[src/rtl/floo_axis_link_arbiter.sv]
// Shares one AXI-Stream link between the req and rsp flit channels.
// A header bit in each beat tags the channel. Round-robin arbitration with a
// bounded burst keeps either channel from starving. The link outputs are registered.
module floo_axis_link_arbiter #(
    parameter int unsigned DataWidth = 64,
    parameter int unsigned MaxBurst  = 4,
    parameter bit          RspFirst  = 1'b0
) (
    input  logic                 clk_i,
    input  logic                 rst_ni,
    input  logic                 req_valid_i,
    output logic                 req_ready_o,
    input  logic [DataWidth-1:0] req_data_i,
    input  logic                 rsp_valid_i,
    output logic                 rsp_ready_o,
    input  logic [DataWidth-1:0] rsp_data_i,
    output logic                 axis_tvalid_o,
    input  logic                 axis_tready_i,
    output logic [DataWidth:0]   axis_tdata_o,
    output logic                 owner_o
);

    localparam int unsigned CntWidth = $clog2(MaxBurst + 1);
    localparam logic [CntWidth-1:0] CntMax = CntWidth'(MaxBurst);
    localparam logic [CntWidth-1:0] CntOne = CntWidth'(1);

    logic                 r_tvalid;
    logic [DataWidth:0]   r_tdata;
    logic                 r_owner;
    logic [CntWidth-1:0]  r_count;

    logic                 w_load_en;
    logic                 w_gnt_req;
    logic                 w_gnt_rsp;
    logic                 w_xfer;
    logic                 w_gnt_ch;
    logic [DataWidth-1:0] w_gnt_data;
    logic [CntWidth-1:0]  w_next_count;

    // Output register may load when it is empty or its beat is leaving this cycle
    assign w_load_en = !r_tvalid || axis_tready_i;

    // Grant: a lone requester always wins; under contention the owner keeps the
    // link until its burst budget runs out, then the other channel takes over
    always_comb begin
        w_gnt_req = 1'b0;
        w_gnt_rsp = 1'b0;
        if (req_valid_i && rsp_valid_i) begin
            if (r_count < CntMax) begin
                w_gnt_req = !r_owner;
                w_gnt_rsp = r_owner;
            end else begin
                w_gnt_req = r_owner;
                w_gnt_rsp = !r_owner;
            end
        end else begin
            w_gnt_req = req_valid_i;
            w_gnt_rsp = rsp_valid_i;
        end
    end

    assign req_ready_o = w_load_en && w_gnt_req;
    assign rsp_ready_o = w_load_en && w_gnt_rsp;
    assign w_xfer      = req_ready_o || rsp_ready_o;
    assign w_gnt_ch    = w_gnt_rsp;
    assign w_gnt_data  = w_gnt_rsp ? rsp_data_i : req_data_i;

    // Burst count: extend the owner's run (saturating) or restart it for a new owner
    always_comb begin
        w_next_count = CntOne;
        if (w_gnt_ch == r_owner) begin
            w_next_count = (r_count < CntMax) ? (r_count + CntOne) : r_count;
        end
    end

    // Link register, owner and burst count
    always_ff @(posedge clk_i or negedge rst_ni) begin
        if (!rst_ni) begin
            r_tvalid <= 1'b0;
            r_tdata  <= '0;
            r_owner  <= RspFirst;
            r_count  <= '0;
        end else if (w_load_en) begin
            if (w_xfer) begin
                r_tvalid <= 1'b1;
                r_tdata  <= {w_gnt_ch, w_gnt_data};
                r_owner  <= w_gnt_ch;
                r_count  <= w_next_count;
            end else begin
                r_tvalid <= 1'b0;
            end
        end
    end

    assign axis_tvalid_o = r_tvalid;
    assign axis_tdata_o  = r_tdata;
    assign owner_o       = r_owner;

    // Sanity checks on configuration and the one-grant-per-cycle property
    always @(posedge clk_i) begin
        if (rst_ni) begin
            assert (MaxBurst >= 1)
                else $error("floo_axis_link_arbiter: MaxBurst must be >= 1");
            assert (!(req_ready_o && rsp_ready_o))
                else $error("floo_axis_link_arbiter: both readys high");
        end
    end

endmodule

[config.mk]
export PLATFORM = sky130hd
export DESIGN_NAME = floo_axis_link_arbiter
export DESIGN_NICKNAME = d
export VERILOG_FILES = /design/src/rtl/floo_axis_link_arbiter.sv
export SDC_FILE = /design/constraint.sdc
export NUM_CORES = 1
export LEC_CHECK = 0
export CAP_MARGIN = 30
export CORE_ASPECT_RATIO = 1.5
export CORE_MARGIN = 2
export CORE_UTILIZATION = 35
export DETAILED_ROUTE_END_ITERATION = 10
export PLACE_DENSITY = 0.87
export SLEW_MARGIN = 10
export SYNTH_ARGS = -nofsm -noshare
export SYNTH_HDL_FRONTEND = slang
export SYNTH_SLANG_ARGS = --single-unit
export TNS_END_PERCENT = 10
[constraint.sdc]
create_clock -name clk_i -period 1.4 [get_ports clk_i]
set_input_delay 0.28 -clock clk_i [delete_from_list [all_inputs] [get_ports clk_i]]
set_output_delay 0.28 -clock clk_i [all_outputs]
set_load 0.02 [all_outputs]
-- Word-level counts from Yosys, hierarchy flattened
Cells that the tools add are included.
- latch bits: 0
- bits in read-only memories: 0
- memories: 0
- bits in registers: 70
- memory bits (writable): 0
- add/sub/neg operators: 1
- bitwise gates (word level): 0
- shift operators: 0
- reductions and logical operators: 9
- equality and inequality tests: 2
- multiplexer cells: 8
- $lt $le $gt $ge: 1
- $mul: 0
- divide/modulo/power cells: 0
- operators with widths (kind ; number):
    two-way mux 64 bit ; 1
    two-way mux 3 bit ; 2
    two-way mux 1 bit ; 5
    adder 3 x 1 -> 3 bit (second input constant) ; 1
    logical AND 1 bit ; 3
    less-than comparator 3 bit (second input constant) ; 1
    AND reduction 3 bit ; 1
    zero test 1 bit ; 2
    logical OR 1 bit ; 2
    != test 2 x 1 -> 1 bit (second input constant) ; 1
    AND reduction 2 bit ; 1
    equality test 1 bit ; 1

-- Logic depth before layout (Yosys ltp)
- word-level depth: 6
- depth in mapped cells: 7
- depth with buffers taken out: 4

-- Worst setup path after synthesis
OpenSTA, ideal clock, no wires.
- path kind: register -> output
- start: reg axis_tdata_o[64] (netlist name)
- end: out rsp_ready_o
- stages on the path, launching flop included: 6
- setup slack: -0.279 ns
- data required time: 1.120 ns
- path buffers: 2
- data arrival time: 1.399 ns
- cells stage by stage: dfrtp_1 -> buf_6 -> xor2_2 -> o21ai_1 -> clkbuf_1 -> nor2_1
- RTL lines (item ; RTL line ; RTL):
    end: declaration ; 15 ; output logic rsp_ready_o,

==> out/metrics.yaml <==
port_buffers: 201
r2r_start: "axis_tdata_o[64]"
yosysTopAreaCell: "dfrtp_1"
synth_top_area_share: 0.473
grt-ovfl-total: 0
worstHoldPathType: "primary input to flip-flop"
max_slew_margin: 0.742
drc_errors: 0
synth_area_leaders: "dfrtp_1 47%, a21oi_2 19%, a21oi_1 7.1%"
placed_area_um2: 5800
fin_skew_ns: 0.00561
hold_viol: 0
ys_seq_elements: 69
cap_violations: 0
netlist_top_cells_count: "79 x a21oi_2, 69 x dfrtp_1, 69 x nor2_1, 67 x nand2_1, 52 x a21oi_1"
grt_util_all_layers: 0.199
h-tree-depth: 3
cts.clk_slew.worst_paths_ns: 0.05
syn_inst: 388
syn2layout_area_growth_pct: 69.1
antenna_found_initial: 0
synth_warnings: 0
clockBufferDepth: 2
critPathArrivalTime_ns: 1.34
post_cts_buffers: 0
grt_pass1_vias: 3665
syn_avg_cell_area_um2: 9.42
drive_gt1_frac: 0.256
finalSetupViolCount: 67
violations: "setup timing"
syn_area_um2: 3650
die_area_um2: 11300
die_h_um: 129
max-vdd-ir-drop_mv: 0.992
final_area_um2: 6180
synth_nets: 522
drt_first_pass_iters: 5
synth_top_flop_cell: "dfrtp_1"
dp_hpwl_mm: 8.36
via_per_inst: 5.04
worst_slew_pin_slew_ns: 0.386
numCtsBuffers: 9
yosysUniqueCellTypes: 27
post-route-period-util: 1.15
synthArstFlopShare: 1.00
fmax_ghz: 0.619
wl_mm: 11.5
drt_iter0_drc: 159
grt_pass1_wl_mm: 17.6
cts.sinks: 69
rows: 45
cts_tree: "yes"
cp.required_ns: 1.12
worstSetupPathType: "flip-flop to output pin"
yosysMostFrequentCell: "a21oi_2"
worstSetupEndpointType: "output pin"
antenna_cells: 0
outcome: "complete, but fails checks"
rsz0062_at_grt: "true"
root_buffer: "clkbuf_16"
cp-startpoint: "axis_tdata_o[64]"
min_from: "req_valid_i"
ios: 202
ant_nets: 0
synth_edf_count: 0
place_ws_ns: -0.610
start_util: 0.360
gp_congestion: 0.821
worstSkewPairLatency_ns: 0.33
nets: 727
post-route-min-period_ns: 1.62
drv_slew: 0
start_kind: "flip-flop"
wl_per_cell_um: 16.1
vias: 3606
cp_max_fo: 3
p_leak_uw: 0.00258
grt_max_degree: 70
seq_area_frac_synth: 0.473
setup_ws_ns: -0.216
core_area_um2: 10100
power_density_nw_per_um2: 1470
die_x_um: 87.4
==> per-layer routing <==
metal	part of all wire	routed length (um)	GRT usage
met1	0.36	4190	0.213
met2	0.53	6130	0.354
met3	0.071	815	0.0586
met4	0.033	384	0.0905
met5	0	0	0
==> placed cells by master, fill, tap and decap left out <==
cell type	n
a21oi_1	33
inv_1	2
clkbuf_1	1
dlygate4sd2_1	64
nor2_1	68
nor2b_1	2
or3_1	1
clkbuf_2	1
a32oi_2	1
nand2b_1	1
o21a_4	1
a21oi_4	2
a221o_1	1
buf_4	13
o22ai_1	2
nand2_1	67
buf_2	3
dlymetal6s2s_1	1
clkinv_2	2
nor2_2	1
a32o_1	1
xor2_4	1
buf_6	3
dfrtp_2	1
mux2i_1	2
clkbuf_16	10
mux2_2	1
inv_2	2
a21oi_2	97
bufinv_16	2
clkdlybuf4s50_1	129
dfrtp_1	68
ha_1	1
o21ai_4	2
dlygate4sd3_1	1
buf_12	8
clkbuf_8	2
==> layout make-up <==
cell class	instances	area [um^2]
fill	877	3960
tap	117	146
multi-input combinational	285	1750
timing repair buffer	224	2210
sequential	69	1730
clock buffer	12	256
inverter	4	15.0
clock inverter	4	70.1
==> final timing paths <==
path                                     to  slack, ns  depth (start not counted)
min                        axis_tdata_o[64]       0.43                          4
max reg2reg                 axis_tdata_o[2]      -0.21                          6
min reg2reg                axis_tdata_o[19]       0.50                          2
max in group asynchronous  axis_tdata_o[64]       0.57                          3
min in group asynchronous  axis_tdata_o[44]       0.51                          3
max                             rsp_ready_o      -0.22                          4
==> power by group <==
part	internal, uW	total [uW]	switching (uW)
Clock	1650	2470	817
Combinational	1660	3810	2150
Sequential	2500	2800	296
Total	5810	9070	3260
==> repair_timing <==
| item | CTS | global route |
|---|---|---|
| resized for setup | 90 | 28 |
| gates cloned | 0 | 1 |
| hold buffers | 1 | 0 |
| hold endpoints to repair | 23 | 0 |
| pin swaps | 12 | 28 |
| setup endpoints to repair | 135 | 72 |
==> stage by stage <==
step / instances / TNS [ns] / total power, uW / util / hold slack [ns]
final: 715 / -9.79 / 9070 / 0.610 / 0.433
after detailed placement: 697 / -28.76 / 6830 / 0.572 / 0.339
after floorplan: 388 / -7.95 / 5090 / - / -0.0156
after CTS: 714 / -9.40 / 9000 / 0.598 / 0.484
after global placement: 697 / -27.39 / 6690 / 0.572 / 0.328
after global routing: 715 / -13.90 / 9560 / 0.610 / 0.460
==> worst max-delay path, cell delays in order (launching register included) <==
cell and delay, ns:
dfrtp_2 0.44, xor2_4 0.20, o21ai_4 0.18, nor2_2 0.06
buf_6 0.13
==> registers in the layout (all words and copies together), names as in the netlist <==
| signal | cells |
|---|---|
| axis_tdata_o | 65 |
| axis_tvalid_o | 1 |
| r_count | 3 |
==> logic make-up (layout without fill, tap and decap cells) <==
group / Yosys count / count (layout) / synth area share
AOI/OAI and AO/OA: 140 / 140 / 0.283
and+or+nand+nor: 140 / 140 / 0.147
DFF: 69 / 69 / 0.473
buffers and inverters: 34 / 244 / 0.0812
muxes: 3 / 3 / 0.00856
adders and majority gates: 1 / 1 / 0.00342
xor gates and xnor gates: 1 / 1 / 0.00445
No activity file was read; power rests on OpenSTA's default activity.
